===== src/rtl/seg7_scan_driver_if.sv =====
// seg7_scan_driver_if: digit-code inputs and multiplexed display outputs
// of the 7-segment scan driver, bundled for the datapath/display boundary.
//
// Signalling: dig5..dig1 are plain level codes with no valid/ready
// handshake. The driver samples them only at the frame wrap, so the
// producer may change them at any time. frame_start is a one-cycle pulse
// marking the cycle in which the sample was taken.
interface seg7_scan_driver_if;
    logic [3:0] dig5;
    logic [3:0] dig4;
    logic [3:0] dig3;
    logic [3:0] dig2;
    logic [3:0] dig1;
    logic [6:0] seg;
    logic [4:0] an;
    logic       frame_start;

    // Producer of digit codes; observer of display outputs
    modport master (
        output dig5, dig4, dig3, dig2, dig1,
        input  seg, an, frame_start
    );

    // The scan driver itself
    modport slave (
        input  dig5, dig4, dig3, dig2, dig1,
        output seg, an, frame_start
    );
endinterface


===== src/rtl/seg7_scan_driver.sv =====
// seg7_scan_driver: multiplexes five digit codes onto a 5-digit 7-segment
// display, one digit lit at a time for REFRESH_DIV cycles each.
// Codes 0-9 show numerals, 11 shows a minus sign, everything else is blank.
// Digit codes are captured once per scan frame so a frame never mixes old
// and new values. an/seg are registered (one cycle behind idx/shadow).
//
// Optional feature: define LEADING_ZERO_BLANK_EN to blank leading zeros in
// positions dig4..dig2 at snapshot time (dig1 and dig5 are never altered).
module seg7_scan_driver #(
    parameter int REFRESH_DIV = 50000,  // cycles per lit digit, 2..2^20
    parameter bit SEG_ACT_LOW = 1'b1    // 1: active-low seg/an outputs
) (
    input  logic               clk,
    input  logic               rst,
    seg7_scan_driver_if.slave  bus
);

    localparam int            CW       = (REFRESH_DIV > 1) ? $clog2(REFRESH_DIV) : 1;
    localparam logic [CW-1:0] CNT_MAX  = CW'(REFRESH_DIV - 1);
    localparam logic [6:0]    SEG_INV  = SEG_ACT_LOW ? 7'h7f : 7'h00;
    localparam logic [4:0]    AN_INV   = SEG_ACT_LOW ? 5'h1f : 5'h00;
    localparam logic [3:0]    CODE_BLK = 4'd10;

    logic [CW-1:0]    cnt;
    logic [2:0]       idx;
    logic [4:0][3:0]  shadow;   // [0] = rightmost digit
    logic [4:0][3:0]  snap;     // codes to be captured at the next wrap
    logic             tick;
    logic             wrap;
    logic [3:0]       cur_code;
    logic [6:0]       seg_hi;
    logic [4:0]       an_hi;
`ifdef LEADING_ZERO_BLANK_EN
    logic             lead;
`endif

    // Active-high segment pattern {g,f,e,d,c,b,a} for a digit code
    function automatic logic [6:0] seg_map(input logic [3:0] code);
        case (code)
            4'd0:    seg_map = 7'b0111111;
            4'd1:    seg_map = 7'b0000110;
            4'd2:    seg_map = 7'b1011011;
            4'd3:    seg_map = 7'b1001111;
            4'd4:    seg_map = 7'b1100110;
            4'd5:    seg_map = 7'b1101101;
            4'd6:    seg_map = 7'b1111101;
            4'd7:    seg_map = 7'b0000111;
            4'd8:    seg_map = 7'b1111111;
            4'd9:    seg_map = 7'b1101111;
            4'd11:   seg_map = 7'b1000000;
            default: seg_map = 7'b0000000;
        endcase
    endfunction

    // Refresh tick and end-of-frame detection
    always_comb begin
        tick = (cnt == CNT_MAX);
        wrap = tick && (idx == 3'd4);
    end

    // Codes to capture at the frame wrap, with optional leading-zero blanking
    always_comb begin
        snap = {bus.dig5, bus.dig4, bus.dig3, bus.dig2, bus.dig1};
`ifdef LEADING_ZERO_BLANK_EN
        // Walk from dig4 toward dig2; blanks and zeros keep the run going,
        // the first other code (including minus) ends it.
        lead = 1'b1;
        for (int p = 3; p >= 1; p--) begin
            if (lead) begin
                if (snap[p] == 4'd0) begin
                    snap[p] = CODE_BLK;
                end else if (snap[p] != CODE_BLK) begin
                    lead = 1'b0;
                end
            end
        end
`endif
    end

    // Select the code of the digit currently being scanned
    always_comb begin
        case (idx)
            3'd0:    cur_code = shadow[0];
            3'd1:    cur_code = shadow[1];
            3'd2:    cur_code = shadow[2];
            3'd3:    cur_code = shadow[3];
            3'd4:    cur_code = shadow[4];
            default: cur_code = CODE_BLK;
        endcase
        seg_hi = seg_map(cur_code);
        an_hi  = 5'b00001 << idx;
    end

    // Divider, scan index, frame snapshot and registered display outputs
    always_ff @(posedge clk) begin
        if (rst) begin
            cnt             <= '0;
            idx             <= 3'd0;
            shadow          <= {5{CODE_BLK}};
            bus.frame_start <= 1'b0;
            bus.seg         <= SEG_INV;
            bus.an          <= AN_INV;
        end else begin
            bus.seg         <= seg_hi ^ SEG_INV;
            bus.an          <= an_hi ^ AN_INV;
            bus.frame_start <= wrap;
            if (tick) begin
                cnt <= '0;
                idx <= (idx == 3'd4) ? 3'd0 : idx + 3'd1;
            end else begin
                cnt <= cnt + 1'b1;
            end
            if (wrap) begin
                shadow <= snap;
            end
        end
    end

endmodule


===== src/flat_wrapper.sv =====
// flat-port wrapper written by rule: the top's interface ports become plain ports
module seg7_scan_driver_flat 
#(
    parameter int REFRESH_DIV = 50000,                                  
    parameter bit SEG_ACT_LOW = 1'b1                                   
)
  (clk, rst, bus_dig5, bus_dig4, bus_dig3, bus_dig2, bus_dig1, bus_seg, bus_an, bus_frame_start);
  seg7_scan_driver_if bus_i ();
  input  logic clk;
  input  logic rst;
  input wire logic [$bits(bus_i.dig5)-1:0] bus_dig5;
  input wire logic [$bits(bus_i.dig4)-1:0] bus_dig4;
  input wire logic [$bits(bus_i.dig3)-1:0] bus_dig3;
  input wire logic [$bits(bus_i.dig2)-1:0] bus_dig2;
  input wire logic [$bits(bus_i.dig1)-1:0] bus_dig1;
  output wire logic [$bits(bus_i.seg)-1:0] bus_seg;
  output wire logic [$bits(bus_i.an)-1:0] bus_an;
  output wire logic [$bits(bus_i.frame_start)-1:0] bus_frame_start;
  assign bus_i.dig5 = bus_dig5;
  assign bus_i.dig4 = bus_dig4;
  assign bus_i.dig3 = bus_dig3;
  assign bus_i.dig2 = bus_dig2;
  assign bus_i.dig1 = bus_dig1;
  assign bus_seg = bus_i.seg;
  assign bus_an = bus_i.an;
  assign bus_frame_start = bus_i.frame_start;
  seg7_scan_driver #(.REFRESH_DIV(REFRESH_DIV), .SEG_ACT_LOW(SEG_ACT_LOW)) u_core (.clk(clk), .rst(rst), .bus(bus_i));
endmodule

===== config.mk =====
export PLATFORM = sky130hd
export DESIGN_NAME = seg7_scan_driver_flat
export DESIGN_NICKNAME = d
export VERILOG_FILES = /design/src/rtl/seg7_scan_driver_if.sv /design/src/rtl/seg7_scan_driver.sv /design/src/flat_wrapper.sv
export SDC_FILE = /design/constraint.sdc
export NUM_CORES = 1
export LEC_CHECK = 0
export CAP_MARGIN = 20
export CORE_MARGIN = 4
export CORE_UTILIZATION = 57
export CTS_CLUSTER_SIZE = 16
export DETAILED_ROUTE_END_ITERATION = 8
export PLACE_DENSITY_LB_ADDON = 0.2
export SKIP_LAST_GASP = 1
export SLEW_MARGIN = 20
export SYNTH_ARGS = -nofsm -noshare
export SYNTH_HDL_FRONTEND = slang
export SYNTH_SLANG_ARGS = --single-unit

===== constraint.sdc =====
create_clock -name clk -period 5.2 [get_ports clk]
set_input_delay 1.3 -clock clk [delete_from_list [all_inputs] [get_ports clk]]
set_output_delay 1.3 -clock clk [all_outputs]
set_load 0.02 [all_outputs]

## After elaboration in Yosys (flattened, before gate mapping)

Memory sizes are Yosys's and may differ from the RTL's.
Index checks and enable logic that the tools add are counted.
Widths: inputs -> output; s select.

- Add/sub/neg operators: 2
- Multiply operators: 0
- Div/mod/pow operators: 0
- $lt $le $gt $ge: 0
- Eq/ne operators: 5
- Shift operators: 1
- Muxes and demuxes: 2
- Bitwise gates (word level): 2
- Reductions and logical operators: 3

Operators by type and width:

| cell | count |
|---|---|
| $pmux 4 s5 | 1 |
| $add 16x1->16 const B | 1 |
| $eq 16x16->1 const B | 1 |
| $not 7->7 | 1 |
| $eq 3x2->1 const B | 2 |
| $not 5->5 | 1 |
| $shl 1x3->5 const A | 1 |
| $add 3x1->3 const B | 1 |
| $eq 3x1->1 const B | 1 |
| $eq 3x3->1 const B | 1 |
| $logic_not 3->1 | 1 |
| $mux 3 | 1 |
| $reduce_or 2->1 | 1 |
| $logic_and 1x1->1 | 1 |

- Register bits: 52
- Bits in latches: 0
- Memory bits (writable): 0
- Bits in read-only memories: 112
- Input bits: 22
- Output and inout bits: 13
- Logic and storage cells: 26
- Memories: 1

Memory list:

| memory | words | bits a word | read ports | clocked after Yosys merged registers in | write ports | RTL line | text |
|---|---|---|---|---|---|---|---|
| (name not given) | 16 | 7 | 1 | 0 | 0 | seg7_scan_driver.sv:39 | `case (code)` |

## Logic depth before layout (Yosys ltp)

An unclocked memory read counts as a cell.

- Depth after elaboration: 4
- Mapped depth: 10
- Depth with buffers taken out: 9

## Worst setup path before layout

Ideal clock, no wire load.

- Kind: input-to-reg
- From: input port rst
- To: register u_core.cnt[10]
- Arrival: 2,105 ps
- Required time: 5,083 ps
- Setup slack: 2,977 ps
- Stages on the path: 5
- Cell sequence: clkbuf_1 > inv_1 > nand2_1 > buf_2 > nor2_1

- Longest elaborated chain between the ends: 1

RTL lines:

| item | RTL line | text |
|---|---|---|
| start: declaration | flat_wrapper.sv:10 | `input logic rst;` |
| $reduce_or 2->1 (no line) | - |  |
| end signal: assignment | seg7_scan_driver.sv:111 | `cnt <= cnt + 1'b1;` |
| end: declaration | seg7_scan_driver.sv:24 | `logic [CW-1:0] cnt;` |

Every way passes these cells.
A chain may end at the register's enable or synchronous reset.

## Worst setup path in the final report

- From: input port rst
- To: register u_core.cnt[5]

The elaborated chain is that of the path after synthesis.

==> results.yml <==
run_status:
  outcome: "completed"
placement:
  dp.cells: 326
  port_buffers: 34
  gp_congestion: 0.829
  dp_hpwl_mm: 3.06
  placed_area_sq_um: 2590
setup_path:
  cp-start-kind: "input port"
  cp_data_required_time_ns: 5.39
  end_kind: "flop"
  r2r_setup_slack_ns: 2.76
  crit_arrival_ns: 3.24
  ff2ff_path_depth: 8
  timing.rr.start: "u_core.idx[0]"
  worst-setup-path-type: "in -> reg"
  cp_max_fo: 18
  r2r_end: "u_core.bus.seg[1]"
grt:
  antenna_found_initial: 0
  grt_start_max_net_pins: 21
  grt_pass1_wl_mm: 7.60
  grt.total_usage: 0.186
  grt_overflow: 0
  grt_pass1_vias: 1730
layout:
  num-nets-final: 318
  num_antenna_cells: 0
  final_cell_area_sq_um: 2680
  postLayoutCoreUtil: 0.717
  fill_cells: 284
  drive_gt1_frac: 0.0594
  layoutNonFillerInstCount: 334
  area_delta_synth_final_pct: 19.2
synth:
  syn_area_sq_um: 2250
  ys_seq_area_frac: 0.462
  synthCells: 255
  ys_seq_elements: 52
  synth_fp_nets: 288
  synth_edf_count: 0
  synth_warnings: 0
  synth_flop_cell: "dfxtp_1"
  yosys.cell_types.count: 37
  ys_async_sr_fraction: 0
  avgSynthCellArea_sq_um: 8.83
drt:
  drt-initial-drc-count: 155
  first_pass_iters: 4
  dr_total_vias: 1813
  wl_per_cell_um: 13.1
  wl_mm: 4.36
  antenna_left: 0
  route.detailed.drc: 0
  viasPerCell: 5.43
hold_path:
  hold_depth: 2
  hp-start: "u_core.shadow[6]"
  hold_class: "reg -> reg"
  holdPathEnd: "u_core.shadow[6]"
clock_network:
  path_clk_slew_ns: 0.09
  cts_sinks: 52
  hold_buffers: 0
  cts_buffers: 5
  cts_resized: 0
  clock_path_buffers: 2
  postCtsSetupBuffers: 0
  htree_num_levels: 2
  root_buffer: "clkbuf_8"
  insertion_delay_ns: 0.31
  tritoncts: "done"
sta:
  post-route-min-period_ns: 3.05
  hold_viol: 0
  setup_viol: 0
  finalMaxSlewViolations: 0
  worst_clock_skew_ns: 0.00634
  setup_tns_ns: 0
  relSlewSlack: 0.524
  period_share: 0.587
  worst_pin_slew_ns: 0.713
  rsz0062_at_grt: "false"
  clock.fmax_mhz: 327
pwr:
  p_per_area_nw_per_um2: 248
  irDropWorstVdd_uv: 160
  leakage_nw: 1.04
floorplanning:
  die_area_sq_um: 5020
  initial_core_util: 0.602
  core_sq_um: 3740
  io-pin-count: 35
  num_rows: 22
  die_w_um: 70.9
  die_h_um: 70.9
run:
  cap_violations: 0
per-layer routing:
layer,track usage,vias to the layer above,wire length [um]
li1,-,922,-
met3,0.0384,10,223
met1,0.218,838,1890
met5,0,-,0
met4,0.0919,0,94
met2,0.320,43,2160
worst max path at each step:
stage / start / to
2_1_floorplan: rst / u_core.cnt[10]
6_report: rst / u_core.cnt[5]
3_5_place_dp: rst / u_core.cnt[5]
4_1_cts: rst / u_core.cnt[5]
3_3_place_gp: rst / u_core.cnt[10]
5_1_grt: rst / u_core.cnt[5]
worst max-delay path, cell delays in order:
cell	delay (ns)
clkdlybuf4s50_1	0.89
inv_1	0.43
nand2_1	0.49
nor2_1	0.11
final cells by class:
type	instances	area, sq um	area share
clock buffer	7	86.3	0.0322
sequential	52	1040	0.388
timing repair buffer	34	340	0.127
multi-input combinational	184	1120	0.417
clock inverter	1	7.51	0.00280
tap	48	60.1	0.0224
inverter	8	30.0	0.0112
cells in the final DEF, fill, tap and decap left out, types with 5 or more instances in the layout:
cell type        synthesis  layout
a21oi_1                 14      14
clkbuf_8                 0       6
clkdlybuf4s50_1          0      34
dfxtp_1                 52      52
ha_1                    11      11
inv_1                    8       8
nand2_1                 53      53
nand3_1                 20      20
nor2_1                  27      26
o21ai_0                  5       5
xnor2_1                  7       7
xor2_1                   7       7
cells by family after synthesis:
group | share of synthesized area
and+or+nand+nor | 0.253
DFF | 0.462
AOI/OAI and AO/OA | 0.109
buffers and inverters | 0.0422
xor gates and xnor gates | 0.0544
adders and majority gates | 0.0611
muxes | 0.0178
registers in the layout, summed over array words and instances, names as in the netlist:
register                cells
u_core.bus.an               5
u_core.bus.frame_start      1
u_core.shadow              20
u_core.idx                  3
u_core.cnt                 16
u_core.bus.seg              7
Yosys cell counts (5+ instances only):
library cell,n,area [sq um]
xnor2_1,7,61.3
ha_1,11,138
nor2_1,27,101
dfxtp_1,52,1040
a21oi_1,14,70.1
nand2_1,53,199
xor2_1,7,61.3
o21ai_0,5,25.0
nand3_1,20,100
inv_1,8,30.0
metrics by stage:
| step | power (mW) | worst slack (ns) | hold slack (ns) |
|---|---|---|---|
| after floorplan | 0.420 | 2.98 | 0.430 |
| after global placement | 0.437 | 1.88 | 0.438 |
| after detailed placement | 0.438 | 1.80 | 0.449 |
| after CTS | 0.669 | 2.12 | 0.460 |
| after global routing | 0.687 | 1.96 | 0.481 |
| final | 0.665 | 2.15 | 0.461 |
power breakdown:
part           switching, mW  internal (mW)  total, mW
clock network          0.128          0.108      0.236
registers            0.00219          0.400      0.402
logic                0.00994         0.0166     0.0266
total                  0.140          0.525      0.665
Power figures use the tool's default switching activity.
